[src/rtl/hdcpu_pkg.sv]
// hdcpu_pkg: shared state encoding and ALU/register-select codes for the serial transfer path.
package hdcpu_pkg;
    typedef enum logic [1:0] {IDLE, SHIFT, FINISH} state_t;
    localparam logic [3:0] ALU_A_PLUS_A = 4'b1100;
    localparam logic [3:0] SEL_R3       = 4'b1111;
endpackage

[src/rtl/bit_counter.sv]
// bit_counter: CW-bit up-counter with synchronous clear/enable and a flag on the last shift bit.
module bit_counter #(
    parameter int WIDTH = 8,
    parameter int CW    = 4
) (
    input  logic          T3,
    input  logic          CLR,
    input  logic          clear,
    input  logic          en,
    output logic [CW-1:0] count,
    output logic          last
);
    always_ff @(posedge T3 or negedge CLR)
        if (!CLR) count <= '0;
        else if (clear) count <= '0;
        else if (en) count <= count + 1'b1;
    assign last = count == CW'(WIDTH - 1);
endmodule

[src/rtl/serial_xfer_ctrl.sv]
// serial_xfer_ctrl: moves one byte between num and R3 through the ALU carry path, one bit per T3 cycle.
module serial_xfer_ctrl
    import hdcpu_pkg::*;
#(
    parameter int               WIDTH    = 8,
    parameter logic [3:0]       REG_SEL  = SEL_R3,
    parameter logic [WIDTH-1:0] INIT_VAL = 'hAA,
    parameter int               CW       = 4
) (
    input  logic             T3,
    input  logic             CLR,
    input  logic             start,
    input  logic             dir,
    input  logic             load,
    input  logic [WIDTH-1:0] load_val,
    input  logic             C,
    output logic             busy,
    output logic             done,
    output logic [WIDTH-1:0] num,
    output logic [CW-1:0]    count,
    output logic [3:0]       S,
    output logic             M,
    output logic             CIN,
    output logic             ABUS,
    output logic             DRW,
    output logic             LDC,
    output logic             LDZ,
    output logic             SELCTL,
    output logic             SHORT,
    output logic             STOP,
    output logic [3:0]       SEL
);
    state_t           state, state_next;
    logic             dir_q, last, shift, fin, capture, inj_bit;
    logic [CW-1:0]    cap_idx;
    logic [WIDTH-1:0] num_next;

    bit_counter #(.WIDTH(WIDTH), .CW(CW)) u_cnt (
        .T3(T3), .CLR(CLR), .clear(!shift), .en(shift), .count(count), .last(last)
    );

    always_ff @(posedge T3 or negedge CLR)
        if (!CLR) begin
            state <= IDLE;
            dir_q <= 1'b0;
            num   <= INIT_VAL;
        end else begin
            state <= state_next;
            num   <= num_next;
            if (state == IDLE && start) dir_q <= dir;
        end

    // C lags each doubling by one cycle, so bit WIDTH-k lands while count=k and bit 0 in FINISH
    always_comb begin
        state_next = (state == IDLE && start) ? SHIFT :
                     (state == SHIFT && last) ? FINISH :
                     (state == FINISH)        ? IDLE : state;
        shift    = state == SHIFT;
        fin      = state == FINISH;
        cap_idx  = CW'(WIDTH) - count;
        capture  = !dir_q && ((shift && count != '0) || fin);
        num_next = (state == IDLE && !start && load) ? load_val : num;
        inj_bit  = 1'b0;
        for (int i = 0; i < WIDTH; i++) begin
            if (capture && cap_idx == CW'(i)) num_next[i] = C;
            if (count == CW'(WIDTH - 1 - i)) inj_bit = num[i];
        end
    end

    assign busy   = state != IDLE;
    assign done   = fin;
    assign STOP   = fin;
    assign SHORT  = shift | fin;
    assign SELCTL = shift;
    assign ABUS   = shift;
    assign DRW    = shift;
    assign LDC    = shift;
    assign LDZ    = shift;
    assign M      = 1'b0;
    assign S      = shift ? ALU_A_PLUS_A : 4'h0;
    assign SEL    = shift ? REG_SEL : 4'h0;
    assign CIN    = (shift && dir_q) ? ~inj_bit : 1'b1;
endmodule

[config.mk]
export PLATFORM = sky130hd
export DESIGN_NAME = serial_xfer_ctrl
export DESIGN_NICKNAME = d
export VERILOG_FILES = /design/src/rtl/hdcpu_pkg.sv /design/src/rtl/bit_counter.sv /design/src/rtl/serial_xfer_ctrl.sv
export SDC_FILE = /design/constraint.sdc
export NUM_CORES = 1
export LEC_CHECK = 0
export BUFFER_PORTS_ARGS = -buffer_cell sky130_fd_sc_hd__buf_4
export CORE_MARGIN = 2
export CORE_UTILIZATION = 30
export DETAILED_ROUTE_END_ITERATION = 8
export HOLD_SLACK_MARGIN = 0.08
export PLACE_DENSITY = 0.51
export SLEW_MARGIN = 5
export SYNTH_ARGS = -nofsm -noshare
export SYNTH_HDL_FRONTEND = slang
export SYNTH_SLANG_ARGS = --single-unit
[constraint.sdc]
create_clock -name T3 -period 4.5 [get_ports T3]
set_input_delay 1.35 -clock T3 [delete_from_list [all_inputs] [get_ports T3]]
set_output_delay 1.35 -clock T3 [all_outputs]
set_load 0.02 [all_outputs]
==> results.sh <==
export IMPL_maxCapViolations=0
export IMPL_p_sw_w=0.000638
export IMPL_worstPathMaxFanout=10
export IMPL_drt_vias_per_instance=4.93
export IMPL_port_buffers=41
export IMPL_rsz0062_at_grt="false"
export IMPL_switching_share=0.493
export IMPL_cts_setup_buffers=0
export IMPL_htreeDepth=1
export IMPL_p_per_area_nw_per_um2=875
export IMPL_postRouteWirelength_um=2770
export IMPL_p_int_w=0.000657
export IMPL_max_freq_mhz=289
export IMPL_synth_edf_count=0
export IMPL_hold_ws_ps=546
export IMPL_synth_top_area_frac=0.230
export IMPL_cp_required_ps=3150
export IMPL_clkTransAtPathRegs_ps=60
export IMPL_dp_hpwl_um=2030
export IMPL_vias=917
export IMPL_critPathTopFamily="compound AO/OA/AOI/OAI gates"
export IMPL_synth_seq_area_share=0.318
export IMPL_finalHoldViolations=0
export IMPL_die_area_sq_um=4510
export IMPL_reg2reg_from="u_cnt.count[0]"
export IMPL_cellLeakagePower_nw=0.754
export IMPL_drive_above_1_share=0.391
export IMPL_crit_path_cell_trace="inv_1 > ha_1 > nor2b_1 > a221oi_1 > o311ai_0 > o2111ai_1 > buf_4"
export IMPL_wl_per_cell_um=14.9
export IMPL_die_w_um=67.1
export IMPL_placed_area_sq_um=1440
export IMPL_finalClockSkew_ps=0.938
export IMPL_min_from="state[0]"
export IMPL_ys_types=38
export IMPL_ir_worst_vdd_mv=0.353
export IMPL_synthArstFlopShare=1.00
export IMPL_diodes=0
export IMPL_numCtsBuffers=3
export IMPL_crit_buf_inv=2
export IMPL_slew_headroom=0.568
export IMPL_synthFlopType="dfrtp_1"
export IMPL_synth_top_cell_by_area="dfrtp_1"
export IMPL_worstSkewPairLatency_ps=250
export IMPL_fin_nets=164
export IMPL_io_pins=45
export IMPL_crit_cells=7
export IMPL_clk_path_buf_depth=2
export IMPL_timing_rr_end="num[6]"
export IMPL_synth_area_sq_um=1200
export IMPL_power_frac_comb=0.681
export IMPL_final_cell_area_sq_um=1480
export IMPL_cts_tree="yes"
export IMPL_drt_iter0_drc=9
export IMPL_finalCritPeriodShare=0.770
export IMPL_ys_warn_count=0
export IMPL_grt_ovfl_total=0
export IMPL_ff2ff_path_depth=6
export IMPL_crit_end="CIN"
export IMPL_grt_pass1_wl_um=4460
export IMPL_area_growth_pct=23.7
export IMPL_gp_congestion=0.729
export IMPL_clock_sinks=15
export IMPL_slowest_delay_ps=530
export IMPL_cp_end_kind="output pin"
export IMPL_cp_start_kind="register"
export IMPL_mostFrequentLayoutCells="buf_4, ha_1, dfrtp_1"
export IMPL_cts_root_buf="clkbuf_8"
export IMPL_crit_type="register to output pin"
export IMPL_synth_area_per_cell_sq_um=10.9
export IMPL_synth_seq_cells=15
export IMPL_drtPass1Iterations=4
export IMPL_setup_violations=0
export IMPL_netlist_instances=110
export IMPL_rows=22
export IMPL_worstMarginPinSlew_ps=646
export IMPL_grt_pass1_vias=878
export IMPL_start_util=0.320
export IMPL_grt_max_degree=19
export IMPL_regToRegSetupSlack_ps=2170
export IMPL_fin_util=0.395
export IMPL_track_usage=0.137
export IMPL_drc=0
export IMPL_tns_ps=0
export IMPL_antenna_found_initial=0
export IMPL_final_cells=186
export IMPL_dp_cells=182
export IMPL_synthTopCellsByArea="dfrtp_1, ha_1, buf_4, dfstp_2, a41o_1"
export IMPL_seqPwrFrac=0.233
export IMPL_cts_hold_buf=0
export IMPL_fin_crit_ps=3460
export IMPL_slew_violations=0
export IMPL_cts_resized=0
export IMPL_status="finished clean"
export IMPL_cp_startpoint="u_cnt.count[0]"
export IMPL_cpMaxStageDelayCell="dfrtp_1"
export IMPL_clkPwrFrac=0.086
export IMPL_fp_dieH_um=67.1
export IMPL_layout_commonest_cell="buf_4"
export IMPL_cp_arrival_ps=2110
export IMPL_core_sq_um=3740
export IMPL_ant_nets=0
export IMPL_hold_path_class="register to register"
==> how the worst min path moves through the flow <==
| stage | endpoint | slack (ps) | cells after the start |
|---|---|---|---|
| 6_report | state[0] | 550 | 2 |
| 5_1_grt | state[0] | 600 | 2 |
| 4_1_cts | state[0] | 550 | 2 |
| 3_5_place_dp | state[0] | 530 | 2 |
| 3_3_place_gp | state[0] | 530 | 2 |
| 2_1_floorplan | state[0] | 510 | 2 |
==> synthesized netlist by cell type, types with 2 or more instances <==
| cell | instances |
|---|---|
| a31oi_1 | 8 |
| a41o_1 | 8 |
| and2_1 | 4 |
| buf_1 | 2 |
| buf_4 | 15 |
| dfrtp_1 | 11 |
| dfstp_2 | 4 |
| ha_1 | 11 |
| inv_1 | 5 |
| mux2i_1 | 8 |
| nand2_1 | 3 |
| nand3b_1 | 3 |
| nor2b_1 | 3 |
==> layer usage <==
| layer | GRT usage | vias to the layer above | wire length, um |
|---|---|---|---|
| li1 | - | 445 | - |
| met1 | 0.196 | 447 | 1320 |
| met2 | 0.188 | 21 | 1270 |
| met3 | 0.0283 | 4 | 113 |
| met4 | 0.0765 | 0 | 65 |
| met5 | 0 | - | 0 |
==> worst register-to-register path, stage by stage (launching register included) <==
cell	delay, ps
dfrtp_1	530
inv_1	160
ha_1	370
nor4b_4	200
nor3_4	560
a31oi_1	170
a41o_1	230
==> state kept, by name, summed over array words and instances (netlist names) <==
| signal | count |
|---|---|
| u_cnt.count | 4 |
| dir_q | 1 |
| num | 8 |
| state | 2 |
==> final cells by class <==
| class | count | area (sq um) |
|---|---|---|
| Fill cell | 391 | 2260 |
| Multi-Input combinational cell | 73 | 668 |
| Sequential cell | 15 | 380 |
| Timing Repair Buffer | 41 | 308 |
| Tap cell | 48 | 60.1 |
| Clock buffer | 4 | 45.0 |
| Inverter | 5 | 18.8 |
==> metrics by stage <==
step	power [W]	setup WS, ps
floorplan	0.000975	1360
global placement	0.00119	1360
detailed placement	0.00119	1320
CTS	0.00131	1030
global route	0.00139	834
finish	0.00129	1040
==> power groups by stage <==
stage | registers [W] | clock network, W | logic, W
after global routing | 0.000317 | 0.000123 | 0.000949
after global placement | 0.000305 | 0 | 0.000882
after CTS | 0.000305 | 0.000117 | 0.000889
after floorplan | 0.000335 | 0 | 0.000640
after detailed placement | 0.000307 | 0 | 0.000883
final | 0.000302 | 0.000112 | 0.000881
==> cells by family (layout without fill, tap and decap cells) <==
group,after synthesis,count (layout),synth area share
simple gates,22,22,0.137
mux,9,9,0.0764
compound gates,26,26,0.206
flops,15,15,0.318
buf+inv,24,50,0.130
xor+xnor,2,2,0.0146
other cells,1,3,0.00314
fa+ha+maj,11,11,0.115
Power figures use the tool's default switching activity.
